<file path="config.mk">
export PLATFORM = sky130hd
export DESIGN_NAME = mem_port_arbiter_flat
export DESIGN_NICKNAME = d
export VERILOG_FILES = /design/src/rtl/mem_port_arbiter_if.sv /design/src/rtl/mem_port_arbiter.sv /design/src/flat_wrapper.sv
export SDC_FILE = /design/constraint.sdc
export NUM_CORES = 1
export LEC_CHECK = 0
export ABC_AREA = 1
export CAP_MARGIN = 5
export CORE_ASPECT_RATIO = 0.9
export CORE_MARGIN = 4
export CORE_UTILIZATION = 52
export CTS_BUF_LIST = sky130_fd_sc_hd__clkbuf_4 sky130_fd_sc_hd__clkbuf_8 sky130_fd_sc_hd__clkbuf_16
export DETAILED_ROUTE_END_ITERATION = 10
export PLACE_DENSITY = 0.95
export SLEW_MARGIN = 20
export SYNTH_ARGS = -nofsm -noshare
export SYNTH_HDL_FRONTEND = slang
export SYNTH_SLANG_ARGS = --single-unit
</file>
<file path="constraint.sdc">
create_clock -name clk -period 8.3 [get_ports clk]
set_input_delay 2.49 -clock clk [delete_from_list [all_inputs] [get_ports clk]]
set_output_delay 2.49 -clock clk [all_outputs]
set_load 0.02 [all_outputs]
</file>
<file path="src/rtl/mem_port_arbiter_if.sv">
// Signal bundle between the memory-port arbiter and its clients: host load/unload,
// NTT operand read, NTT write-back, pass control and the single-port bank.
interface mem_port_arbiter_if #(
    parameter int ADDR_W   = 10,
    parameter int DATA_W   = 64,
    parameter int WQ_DEPTH = 4
);
    localparam int CW = $clog2(WQ_DEPTH) + 1;

    logic              ntt_start;
    logic              ntt_last;
    logic              ntt_busy;
    logic              ntt_done;

    logic              host_req;
    logic              host_we;
    logic [ADDR_W-1:0] host_addr;
    logic [DATA_W-1:0] host_wdata;
    logic              host_gnt;
    logic [DATA_W-1:0] host_rdata;
    logic              host_rvalid;

    logic              rd_req;
    logic [ADDR_W-1:0] rd_addr;
    logic              rd_gnt;
    logic [DATA_W-1:0] rd_rdata;
    logic              rd_rvalid;

    logic              wr_req;
    logic [ADDR_W-1:0] wr_addr;
    logic [DATA_W-1:0] wr_wdata;
    logic              wr_ready;

    logic              mem_en;
    logic              mem_we;
    logic [ADDR_W-1:0] mem_addr;
    logic [DATA_W-1:0] mem_wdata;
    logic [DATA_W-1:0] mem_rdata;

    logic [CW-1:0]     wq_count;

    // Arbiter side.
    modport slave (
        input  ntt_start, ntt_last,
        output ntt_busy, ntt_done,
        input  host_req, host_we, host_addr, host_wdata,
        output host_gnt, host_rdata, host_rvalid,
        input  rd_req, rd_addr,
        output rd_gnt, rd_rdata, rd_rvalid,
        input  wr_req, wr_addr, wr_wdata,
        output wr_ready,
        output mem_en, mem_we, mem_addr, mem_wdata,
        input  mem_rdata,
        output wq_count
    );

    // Client / bank side.
    modport master (
        output ntt_start, ntt_last,
        input  ntt_busy, ntt_done,
        output host_req, host_we, host_addr, host_wdata,
        input  host_gnt, host_rdata, host_rvalid,
        output rd_req, rd_addr,
        input  rd_gnt, rd_rdata, rd_rvalid,
        output wr_req, wr_addr, wr_wdata,
        input  wr_ready,
        input  mem_en, mem_we, mem_addr, mem_wdata,
        output mem_rdata,
        input  wq_count
    );
endinterface

</file>
<file path="src/rtl/mem_port_arbiter.sv">
// Single-port bank arbiter: host access in IDLE, NTT operand reads with a write-back
// queue during a pass, and a drain phase that empties the queue before signalling done.
module mem_port_arbiter #(
    parameter int ADDR_W   = 10,
    parameter int DATA_W   = 64,
    parameter int WQ_DEPTH = 4
) (
    input  logic                clk,
    input  logic                rst,
    mem_port_arbiter_if.slave   bus
);
    localparam int PW = $clog2(WQ_DEPTH);
    localparam int CW = PW + 1;

    typedef enum logic [1:0] {IDLE, NTT, DRAIN} state_t;

    state_t              state_q, state_d;
    logic [ADDR_W-1:0]   wq_addr_q [WQ_DEPTH];
    logic [DATA_W-1:0]   wq_data_q [WQ_DEPTH];
    logic [WQ_DEPTH-1:0] wq_valid_q, wq_valid_d;
    logic [PW-1:0]       wr_ptr_q, wr_ptr_d;
    logic [PW-1:0]       rd_ptr_q, rd_ptr_d;
    logic [CW-1:0]       count_q, count_d;

    logic                ntt_busy_q, ntt_done_q;
    logic                host_rvalid_q, rd_rvalid_q;

    logic                full, empty, hazard, wr_ready;
    logic                push, pop;
    logic                host_gnt, rd_gnt;
    logic                mem_en, mem_we;
    logic [ADDR_W-1:0]   mem_addr;
    logic [DATA_W-1:0]   mem_wdata;

    assign full     = (count_q == CW'(WQ_DEPTH));
    assign empty    = (count_q == '0);
    assign wr_ready = rst && !full;

    // Reads are never forwarded from the queue, so any pending write to the same
    // address must reach the bank before the read is granted.
    always_comb begin
        hazard = 1'b0;
        for (int unsigned i = 0; i < WQ_DEPTH; i++) begin
            if (wq_valid_q[i] && (wq_addr_q[i] == bus.rd_addr)) begin
                hazard = 1'b1;
            end
        end
    end

    always_comb begin
        state_d   = state_q;
        push      = 1'b0;
        pop       = 1'b0;
        host_gnt  = 1'b0;
        rd_gnt    = 1'b0;
        mem_en    = 1'b0;
        mem_we    = 1'b0;
        mem_addr  = '0;
        mem_wdata = '0;

        unique case (state_q)
            IDLE: begin
                if (bus.ntt_start) begin
                    state_d = NTT;
                end else if (bus.host_req) begin
                    host_gnt  = 1'b1;
                    mem_en    = 1'b1;
                    mem_we    = bus.host_we;
                    mem_addr  = bus.host_addr;
                    mem_wdata = bus.host_wdata;
                end
            end
            NTT: begin
                push = bus.wr_req && wr_ready;
                if (full) begin
                    pop = 1'b1;
                end else if (bus.rd_req && !hazard) begin
                    rd_gnt   = 1'b1;
                    mem_en   = 1'b1;
                    mem_addr = bus.rd_addr;
                end else if (!empty) begin
                    pop = 1'b1;
                end
                if (push && bus.ntt_last) begin
                    state_d = DRAIN;
                end
            end
            DRAIN: begin
                pop = !empty;
                if (empty) begin
                    state_d = IDLE;
                end
            end
            default: state_d = IDLE;
        endcase

        if (pop) begin
            mem_en    = 1'b1;
            mem_we    = 1'b1;
            mem_addr  = wq_addr_q[rd_ptr_q];
            mem_wdata = wq_data_q[rd_ptr_q];
        end

        // Combinational outputs must fall with rst itself, not at the next edge.
        if (!rst) begin
            push      = 1'b0;
            pop       = 1'b0;
            host_gnt  = 1'b0;
            rd_gnt    = 1'b0;
            mem_en    = 1'b0;
            mem_we    = 1'b0;
            mem_addr  = '0;
            mem_wdata = '0;
        end
    end

    always_comb begin
        wr_ptr_d   = push ? wr_ptr_q + PW'(1) : wr_ptr_q;
        rd_ptr_d   = pop  ? rd_ptr_q + PW'(1) : rd_ptr_q;
        wq_valid_d = wq_valid_q;
        if (pop) begin
            wq_valid_d[rd_ptr_q] = 1'b0;
        end
        if (push) begin
            wq_valid_d[wr_ptr_q] = 1'b1;
        end
        unique case ({push, pop})
            2'b10:   count_d = count_q + CW'(1);
            2'b01:   count_d = count_q - CW'(1);
            default: count_d = count_q;
        endcase
    end

    always_ff @(posedge clk or negedge rst) begin
        if (!rst) begin
            state_q       <= IDLE;
            wr_ptr_q      <= '0;
            rd_ptr_q      <= '0;
            count_q       <= '0;
            wq_valid_q    <= '0;
            ntt_busy_q    <= 1'b0;
            ntt_done_q    <= 1'b0;
            host_rvalid_q <= 1'b0;
            rd_rvalid_q   <= 1'b0;
        end else begin
            state_q       <= state_d;
            wr_ptr_q      <= wr_ptr_d;
            rd_ptr_q      <= rd_ptr_d;
            count_q       <= count_d;
            wq_valid_q    <= wq_valid_d;
            ntt_busy_q    <= (state_d != IDLE);
            // Pulse once, on the cycle after the final entry leaves during DRAIN.
            ntt_done_q    <= (state_q == DRAIN) && !empty && (count_d == '0);
            host_rvalid_q <= host_gnt && !bus.host_we;
            rd_rvalid_q   <= rd_gnt;
        end
    end

    // Payload storage needs no reset: occupancy is tracked by the valid bits.
    always_ff @(posedge clk) begin
        if (push) begin
            wq_addr_q[wr_ptr_q] <= bus.wr_addr;
            wq_data_q[wr_ptr_q] <= bus.wr_wdata;
        end
    end

    assign bus.ntt_busy    = ntt_busy_q;
    assign bus.ntt_done    = ntt_done_q;
    assign bus.host_gnt    = host_gnt;
    assign bus.host_rvalid = host_rvalid_q;
    assign bus.host_rdata  = host_rvalid_q ? bus.mem_rdata : '0;
    assign bus.rd_gnt      = rd_gnt;
    assign bus.rd_rvalid   = rd_rvalid_q;
    assign bus.rd_rdata    = rd_rvalid_q ? bus.mem_rdata : '0;
    assign bus.wr_ready    = wr_ready;
    assign bus.mem_en      = mem_en;
    assign bus.mem_we      = mem_we;
    assign bus.mem_addr    = mem_addr;
    assign bus.mem_wdata   = mem_wdata;
    assign bus.wq_count    = count_q;
endmodule
</file>
<file path="src/flat_wrapper.sv">
// flat-port wrapper written by rule: the top's interface ports become plain ports
module mem_port_arbiter_flat 
#(
    parameter int ADDR_W   = 10,
    parameter int DATA_W   = 64,
    parameter int WQ_DEPTH = 4
)
  (clk, rst, bus_ntt_start, bus_ntt_last, bus_ntt_busy, bus_ntt_done, bus_host_req, bus_host_we, bus_host_addr, bus_host_wdata, bus_host_gnt, bus_host_rdata, bus_host_rvalid, bus_rd_req, bus_rd_addr, bus_rd_gnt, bus_rd_rdata, bus_rd_rvalid, bus_wr_req, bus_wr_addr, bus_wr_wdata, bus_wr_ready, bus_mem_en, bus_mem_we, bus_mem_addr, bus_mem_wdata, bus_mem_rdata, bus_wq_count);
  mem_port_arbiter_if #(.ADDR_W(ADDR_W), .DATA_W(DATA_W), .WQ_DEPTH(WQ_DEPTH)) bus_i ();
  input  logic clk;
  input  logic rst;
  input wire logic [$bits(bus_i.ntt_start)-1:0] bus_ntt_start;
  input wire logic [$bits(bus_i.ntt_last)-1:0] bus_ntt_last;
  output wire logic [$bits(bus_i.ntt_busy)-1:0] bus_ntt_busy;
  output wire logic [$bits(bus_i.ntt_done)-1:0] bus_ntt_done;
  input wire logic [$bits(bus_i.host_req)-1:0] bus_host_req;
  input wire logic [$bits(bus_i.host_we)-1:0] bus_host_we;
  input wire logic [$bits(bus_i.host_addr)-1:0] bus_host_addr;
  input wire logic [$bits(bus_i.host_wdata)-1:0] bus_host_wdata;
  output wire logic [$bits(bus_i.host_gnt)-1:0] bus_host_gnt;
  output wire logic [$bits(bus_i.host_rdata)-1:0] bus_host_rdata;
  output wire logic [$bits(bus_i.host_rvalid)-1:0] bus_host_rvalid;
  input wire logic [$bits(bus_i.rd_req)-1:0] bus_rd_req;
  input wire logic [$bits(bus_i.rd_addr)-1:0] bus_rd_addr;
  output wire logic [$bits(bus_i.rd_gnt)-1:0] bus_rd_gnt;
  output wire logic [$bits(bus_i.rd_rdata)-1:0] bus_rd_rdata;
  output wire logic [$bits(bus_i.rd_rvalid)-1:0] bus_rd_rvalid;
  input wire logic [$bits(bus_i.wr_req)-1:0] bus_wr_req;
  input wire logic [$bits(bus_i.wr_addr)-1:0] bus_wr_addr;
  input wire logic [$bits(bus_i.wr_wdata)-1:0] bus_wr_wdata;
  output wire logic [$bits(bus_i.wr_ready)-1:0] bus_wr_ready;
  output wire logic [$bits(bus_i.mem_en)-1:0] bus_mem_en;
  output wire logic [$bits(bus_i.mem_we)-1:0] bus_mem_we;
  output wire logic [$bits(bus_i.mem_addr)-1:0] bus_mem_addr;
  output wire logic [$bits(bus_i.mem_wdata)-1:0] bus_mem_wdata;
  input wire logic [$bits(bus_i.mem_rdata)-1:0] bus_mem_rdata;
  output wire logic [$bits(bus_i.wq_count)-1:0] bus_wq_count;
  assign bus_i.ntt_start = bus_ntt_start;
  assign bus_i.ntt_last = bus_ntt_last;
  assign bus_ntt_busy = bus_i.ntt_busy;
  assign bus_ntt_done = bus_i.ntt_done;
  assign bus_i.host_req = bus_host_req;
  assign bus_i.host_we = bus_host_we;
  assign bus_i.host_addr = bus_host_addr;
  assign bus_i.host_wdata = bus_host_wdata;
  assign bus_host_gnt = bus_i.host_gnt;
  assign bus_host_rdata = bus_i.host_rdata;
  assign bus_host_rvalid = bus_i.host_rvalid;
  assign bus_i.rd_req = bus_rd_req;
  assign bus_i.rd_addr = bus_rd_addr;
  assign bus_rd_gnt = bus_i.rd_gnt;
  assign bus_rd_rdata = bus_i.rd_rdata;
  assign bus_rd_rvalid = bus_i.rd_rvalid;
  assign bus_i.wr_req = bus_wr_req;
  assign bus_i.wr_addr = bus_wr_addr;
  assign bus_i.wr_wdata = bus_wr_wdata;
  assign bus_wr_ready = bus_i.wr_ready;
  assign bus_mem_en = bus_i.mem_en;
  assign bus_mem_we = bus_i.mem_we;
  assign bus_mem_addr = bus_i.mem_addr;
  assign bus_mem_wdata = bus_i.mem_wdata;
  assign bus_i.mem_rdata = bus_mem_rdata;
  assign bus_wq_count = bus_i.wq_count;
  mem_port_arbiter #(.ADDR_W(ADDR_W), .DATA_W(DATA_W), .WQ_DEPTH(WQ_DEPTH)) u_core (.clk(clk), .rst(rst), .bus(bus_i));
endmodule
</file>
# Word level (Yosys, flattened, before mapping)
# Memories as Yosys holds them, arrays and structs flattened.
# Cells that the tools add are included.
# totals
memories	2
wordCells	106
out_inout_bits	214
mem_bits_rw	296
reg_bits	17
inputBits	230
# classes
reduce_logical	21
muxes	54
n_bitwise	3
n_lt_le_gt_ge	4
add_sub_neg	4
eq_ne	9
# memory_table
memory	words	width	read_ports	rd_clocked_by_memory_dff	write_ports	line	source
u_core.wq_data_q	4	64	1	0	1	mem_port_arbiter.sv:19	logic [DATA_W-1:0] wq_data_q [WQ_DEPTH];
u_core.wq_addr_q	4	10	5	0	1	mem_port_arbiter.sv:18	logic [ADDR_W-1:0] wq_addr_q [WQ_DEPTH];
# op_table
op	count
$mux W64	7
$mux W10	6
$eq A10 B10 Y1	4
$mux W1	29
$pmux W10 S2	1
$logic_and A1 B1 Y1	13
$mux W4	2
$logic_not A3 Y1	2
$lt A2 B3 Y1 const B	2
$mux W2	3
$pmux W2 S3	1
$pmux W3 S2	1
$add A2 B1 Y2 const B	2
$and A4 B4 Y4	1
$demux W1 S2	2
$eq A2 B1 Y1 const B	2
$eq A2 B2 Y1 const B	2
$ge A2 B1 Y1 const B	2
$logic_not A1 Y1	4
$not A4 Y4	1
$or A4 B4 Y4	1
$pmux W1 S2	2
$add A3 B1 Y3 const B	1
$eq A3 B3 Y1 const B	1
other kinds (3)	3

# Depth between registers and ports, before layout
# depth
word_depth	16
mapped_depth	21
ltp_nobuf	21

# Worst setup path before layout
# Ideal clock, no wire load.
# synth_path
path_type	input to output
from	in bus_rd_addr[8]
to	out bus_mem_wdata[10]
path_buffers	2
required_time_ps	5810
path_slack_ps	1818
t_arrival_ps	3992
path_stages	15
cell_sequence	buf_2 inv_1 nand2_1 nand2_1 nand3_1 nor2_1 nand2_1 nand2_1 inv_1 nand3_1 nand2_2 nand2_4 nand3_4 buf_2 a21oi_1
# synth_between
elab_chain_len	13
word_cells_on_any_way	19
cone_classes	eq/ne (4); mux (9); reduce/logical (6)
# synth_lines
element	line	source
from (decl)	flat_wrapper.sv:24	input wire logic [$bits(bus_i.rd_addr)-1:0] bus_rd_addr;
$eq A10 B10 Y1	mem_port_arbiter.sv:44	if (wq_valid_q[i] && (wq_addr_q[i] == bus.rd_addr)) begin
$logic_and A1 B1 Y1	mem_port_arbiter.sv:44	
$mux W1 (3 in a row)	mem_port_arbiter.sv:44	
$mux W1 (*)	mem_port_arbiter.sv:44	
$logic_not A1 Y1 (*)	mem_port_arbiter.sv:77	end else if (bus.rd_req && !hazard) begin
$logic_and A1 B1 Y1 (*)	mem_port_arbiter.sv:77	
$mux W1 (*)	mem_port_arbiter.sv:77	
$mux W1 (*)	mem_port_arbiter.sv:75	if (full) begin
$pmux W1 S2 (*)	mem_port_arbiter.sv:61	unique case (state_q)
$mux W64 (*)	mem_port_arbiter.sv:97	if (pop) begin
$mux W64 (*)	mem_port_arbiter.sv:105	if (!rst) begin
to (decl)	flat_wrapper.sv:35	output wire logic [$bits(bus_i.mem_wdata)-1:0] bus_mem_wdata;
# Every way passes the cells marked *; elsewhere a longest branch is shown, timed or not.

# Final worst setup path
# layout_path
from	in bus_rd_addr[0]
to	out bus_mem_wdata[3]
# Same word-level chain as after synthesis.

==> metrics.txt <==
# TYPE chip_impl_metric gauge
chip_impl_info{name="result_of_the_run",value="completed"} 1
chip_impl_metric{name="routed-via-count",unit=""} 13400
chip_impl_metric{name="post_drt_via_cell_ratio",unit=""} 5.56
chip_impl_metric{name="initial_utilization",unit="%"} 52.8
chip_impl_metric{name="cts_sink_count",unit=""} 313
chip_impl_metric{name="chipWidth",unit="um"} 189
chip_impl_metric{name="finalCriticalPeriod",unit="ns"} 8.08
chip_impl_metric{name="yosys_register_bits",unit=""} 313
chip_impl_metric{name="critPathArrivalTime",unit="ns"} 5.59
chip_impl_metric{name="async_reset_ff_share",unit="%"} 5.43
chip_impl_metric{name="postSynthCellCount",unit=""} 1579
chip_impl_info{name="synthMostInstantiatedCell",value="sky130_fd_sc_hd__nand2_1"} 1
chip_impl_metric{name="via_count_of_the_first_global_routing_pass",unit=""} 13200
chip_impl_metric{name="design.final.nets",unit=""} 2222
chip_impl_metric{name="irDropWorstVdd",unit="uV"} 200
chip_impl_info{name="root_buffer",value="sky130_fd_sc_hd__clkbuf_16"} 1
chip_impl_metric{name="power.internal",unit="mW"} 3.44
chip_impl_metric{name="maxCapViolCount",unit=""} 0
chip_impl_metric{name="cts_setup_buffers",unit=""} 0
chip_impl_metric{name="path_clk_slew",unit="ns"} 0.06
chip_impl_metric{name="ctsHtreeMaxLevel",unit=""} 1
chip_impl_metric{name="wl_met2",unit="mm"} 26.5
chip_impl_metric{name="insertion_delay",unit="ns"} 0.59
chip_impl_metric{name="final_layout_size_suffix_gt1_share",unit="%"} 9.74
chip_impl_metric{name="die_height",unit="um"} 171
chip_impl_metric{name="number_of_enable_type_register_cells_in_the_synthesized_netlist",unit=""} 296
chip_impl_metric{name="p_sw_share",unit="%"} 37.8
chip_impl_metric{name="netlist-cell-type-count",unit=""} 31
chip_impl_metric{name="numCtsBuffers",unit=""} 31
chip_impl_metric{name="floorplan.core_area",unit="mm2"} 0.0289
chip_impl_info{name="synthDominantAreaCellType",value="sky130_fd_sc_hd__edfxtp_1"} 1
chip_impl_metric{name="synthesis.area_per_instance",unit="um2"} 9.67
chip_impl_info{name="topRoutingLayerUsed",value="met5"} 1
chip_impl_info{name="rsz0062_at_grt",value="no"} 1
chip_impl_info{name="min_path_type",value="flop to flop"} 1
chip_impl_metric{name="timing_worst_slew_pin_value",unit="ns"} 1.16
chip_impl_metric{name="globalRouteTotalUtil",unit="%"} 31.7
chip_impl_metric{name="hold_slack",unit="ns"} 0.487
chip_impl_info{name="yosys_most_used_dff",value="sky130_fd_sc_hd__edfxtp_1"} 1
chip_impl_metric{name="pin_count",unit=""} 444
chip_impl_metric{name="clockBufferDepth",unit=""} 3
chip_impl_metric{name="power_density",unit="mW/mm2"} 264
chip_impl_metric{name="hpwlAfterDp",unit="mm"} 38.3
chip_impl_metric{name="post_cts_hold_buffer_count",unit=""} 0
chip_impl_metric{name="ys_warn_count",unit=""} 0
chip_impl_metric{name="postSynthNetCount",unit=""} 1823
chip_impl_metric{name="clock_power_share",unit="%"} 26.1
chip_impl_metric{name="cts_resized",unit=""} 0
chip_impl_metric{name="finalCoreUtilization",unit="%"} 72.5
chip_impl_metric{name="report.power.total",unit="mW"} 5.54
chip_impl_metric{name="floorplan.die_area",unit="mm2"} 0.0322
chip_impl_metric{name="largest_net_degree_at_the_start_of_global_routing",unit=""} 95
chip_impl_metric{name="p_leak",unit="nW"} 8.46
chip_impl_info{name="critical_path_class",value="input port to output pin"} 1
chip_impl_metric{name="grt_first_pass_wirelength",unit="mm"} 78.1
chip_impl_metric{name="cp.required",unit="ns"} 5.81
chip_impl_metric{name="synth_seq_area_share",unit="%"} 61.0
chip_impl_metric{name="gpl.final_weighted_congestion",unit=""} 0.942
chip_impl_metric{name="synth_cell_area",unit="mm2"} 0.0153
chip_impl_metric{name="io_buffer_count",unit=""} 443
chip_impl_metric{name="m1WireLength",unit="mm"} 19.9
chip_impl_metric{name="wl_per_cell",unit="um"} 22.5
chip_impl_metric{name="area_growth",unit="%"} 37.4
chip_impl_metric{name="setup-tns-final",unit="ns"} 0
chip_impl_metric{name="critPathMaxFanout",unit=""} 34
chip_impl_metric{name="routed-wl-met3",unit="mm"} 5.42
chip_impl_info{name="cts_tree",value="yes"} 1
chip_impl_metric{name="num_rows",unit=""} 59
chip_impl_metric{name="detail-route-antenna-nets",unit=""} 0
chip_impl_metric{name="first_iter_violations",unit=""} 1553
chip_impl_metric{name="finalCritPeriodShare",unit="%"} 97.4
chip_impl_info{name="startpoint_class",value="input port"} 1
chip_impl_metric{name="antenna_found_initial",unit=""} 7
chip_impl_info{name="synthTopCellsByCount",value="sky130_fd_sc_hd__nand2_1, sky130_fd_sc_hd__edfxtp_1, sky130_fd_sc_hd__inv_1"} 1
chip_impl_metric{name="drc",unit=""} 0
chip_impl_metric{name="setup-violations-final",unit=""} 0
chip_impl_metric{name="wirelength",unit="mm"} 54.2
chip_impl_metric{name="drtPass1Iterations",unit=""} 6
chip_impl_info{name="timing.critical_path.to_type",value="output pin"} 1
chip_impl_metric{name="register_share_of_total_power",unit="%"} 35.3
chip_impl_metric{name="final-hold-violation-count",unit=""} 0
chip_impl_metric{name="worst_slew_margin_relative_to_its_limit",unit="%"} 22.4
chip_impl_metric{name="worst_clock_skew",unit="ns"} 0.0233
chip_impl_metric{name="fillers",unit=""} 2002
chip_impl_metric{name="switchingPower",unit="mW"} 2.10
chip_impl_metric{name="synth_top_cell_area_share",unit="%"} 58.2
chip_impl_metric{name="max_clock_freq",unit="MHz"} 124
chip_impl_metric{name="p_comb_share",unit="%"} 38.6
chip_impl_metric{name="gr-total-overflow",unit=""} 0
chip_impl_info{name="ys_top_cells_by_area",value="sky130_fd_sc_hd__edfxtp_1, sky130_fd_sc_hd__nand2_1, sky130_fd_sc_hd__o21ai_0"} 1
chip_impl_metric{name="maxSlewViolCount",unit=""} 0
[worst max-delay path: stages]
cell and delay (ns):
sky130_fd_sc_hd__clkdlybuf4s50_1 0.67, sky130_fd_sc_hd__inv_2 0.07, sky130_fd_sc_hd__o211ai_1 0.22, sky130_fd_sc_hd__nor2_1 0.08
sky130_fd_sc_hd__nand2_1 0.07, sky130_fd_sc_hd__nand2_1 0.05, sky130_fd_sc_hd__inv_1 0.07, sky130_fd_sc_hd__nand3_1 0.10
sky130_fd_sc_hd__nand2_2 0.09, sky130_fd_sc_hd__nand2_4 0.15, sky130_fd_sc_hd__nand2_4 0.27, sky130_fd_sc_hd__buf_12 0.27
sky130_fd_sc_hd__nor2_1 0.10, sky130_fd_sc_hd__a21oi_1 0.21, sky130_fd_sc_hd__clkdlybuf4s50_1 0.65
[final timing paths]
kind	slack (ns)	end	depth (start not counted)	start
worst max-delay path	0.22	bus_mem_wdata[3]	15	bus_rd_addr[0]
worst min-delay path	0.49	u_core.wq_valid_q[0]	2	u_core.wq_valid_q[0]
worst max register to register	4.89	u_core.bus.ntt_done	14	u_core.bus.wq_count[0]
worst min register to register	0.49	u_core.wq_valid_q[0]	2	u_core.wq_valid_q[0]
max in group asynchronous	5.33	u_core.rd_ptr_q[0]	2	rst
min in group asynchronous	2.17	u_core.bus.wq_count[2]	1	rst
[power groups by stage]
stage / Sequential, mW / Clock (mW) / Combinational (mW)
4_1_cts: 1.95 / 1.46 / 2.13
3_5_place_dp: 1.98 / 0 / 2.10
3_3_place_gp: 1.97 / 0 / 2.04
5_1_grt: 1.96 / 1.52 / 2.30
2_1_floorplan: 1.93 / 0 / 1.33
6_report: 1.95 / 1.45 / 2.14
[sequential cells by signal (all words and copies together), names as in the netlist]
name                    count
u_core.wq_addr_q           40
u_core.rd_ptr_q             2
u_core.wq_valid_q           4
u_core.bus.ntt_done         1
u_core.bus.host_rvalid      1
u_core.bus.ntt_busy         1
u_core.wr_ptr_q             2
u_core.wq_data_q          256
u_core.bus.wq_count         3
u_core.bus.rd_rvalid        1
u_core.state_q              2
[cells in the final DEF, fill, tap and decap left out, types with 10 or more instances in the layout]
master                            synthesis  routed
sky130_fd_sc_hd__nand3_1                 30      30
sky130_fd_sc_hd__inv_1                  195     189
sky130_fd_sc_hd__clkbuf_16                0      31
sky130_fd_sc_hd__nor2_2                  51      51
sky130_fd_sc_hd__edfxtp_1               296     296
sky130_fd_sc_hd__nand4_1                 22      22
sky130_fd_sc_hd__nor2_1                 175     174
sky130_fd_sc_hd__buf_4                    0      13
sky130_fd_sc_hd__ha_1                    13      13
sky130_fd_sc_hd__o22ai_1                 64      64
sky130_fd_sc_hd__dfrtp_1                 17      13
sky130_fd_sc_hd__clkdlybuf4s50_1          0     443
sky130_fd_sc_hd__o21ai_0                156     156
sky130_fd_sc_hd__a21oi_1                 37      37
sky130_fd_sc_hd__inv_2                    8      10
sky130_fd_sc_hd__a21oi_2                 50      50
sky130_fd_sc_hd__nand2_1                351     351
[cell type report]
cell class              instances  area (um2)  area share, %
repair buffers                460        4610           22.0
clock inverters                21         230           1.10
multi-input cells             967        4720           22.5
diodes                          6        15.0         0.0715
inverters                     205         776           3.70
flip-flops and latches        313        9320           44.4
clock buffers                  37         821           3.91
well taps                     396         495           2.36
[kinds of logic after synthesis]
family | share of synthesized area [%]
simple gates | 17.3
fa+ha+maj | 1.20
xor+xnor | 0.401
buf+inv | 8.16
flops | 61.0
compound gates | 11.9
[metrics by stage]
stage	setup slack, ns	instance area [um2]	std cells
6_report	0.217	21000	2405
5_1_grt	0.0635	21000	2402
4_1_cts	0.256	21000	2399
3_5_place_dp	0.287	19900	2341
3_3_place_gp	0.347	19900	2341
2_1_floorplan	1.82	15300	1579
[per-layer routing]
metal | vias to the layer above | GRT usage [%]
li1 | 6061 | -
met1 | 6341 | 38.8
met2 | 809 | 54.7
met3 | 141 | 8.10
met4 | 8 | 12.6
met5 | - | 0
Power figures use the tool's default switching activity.
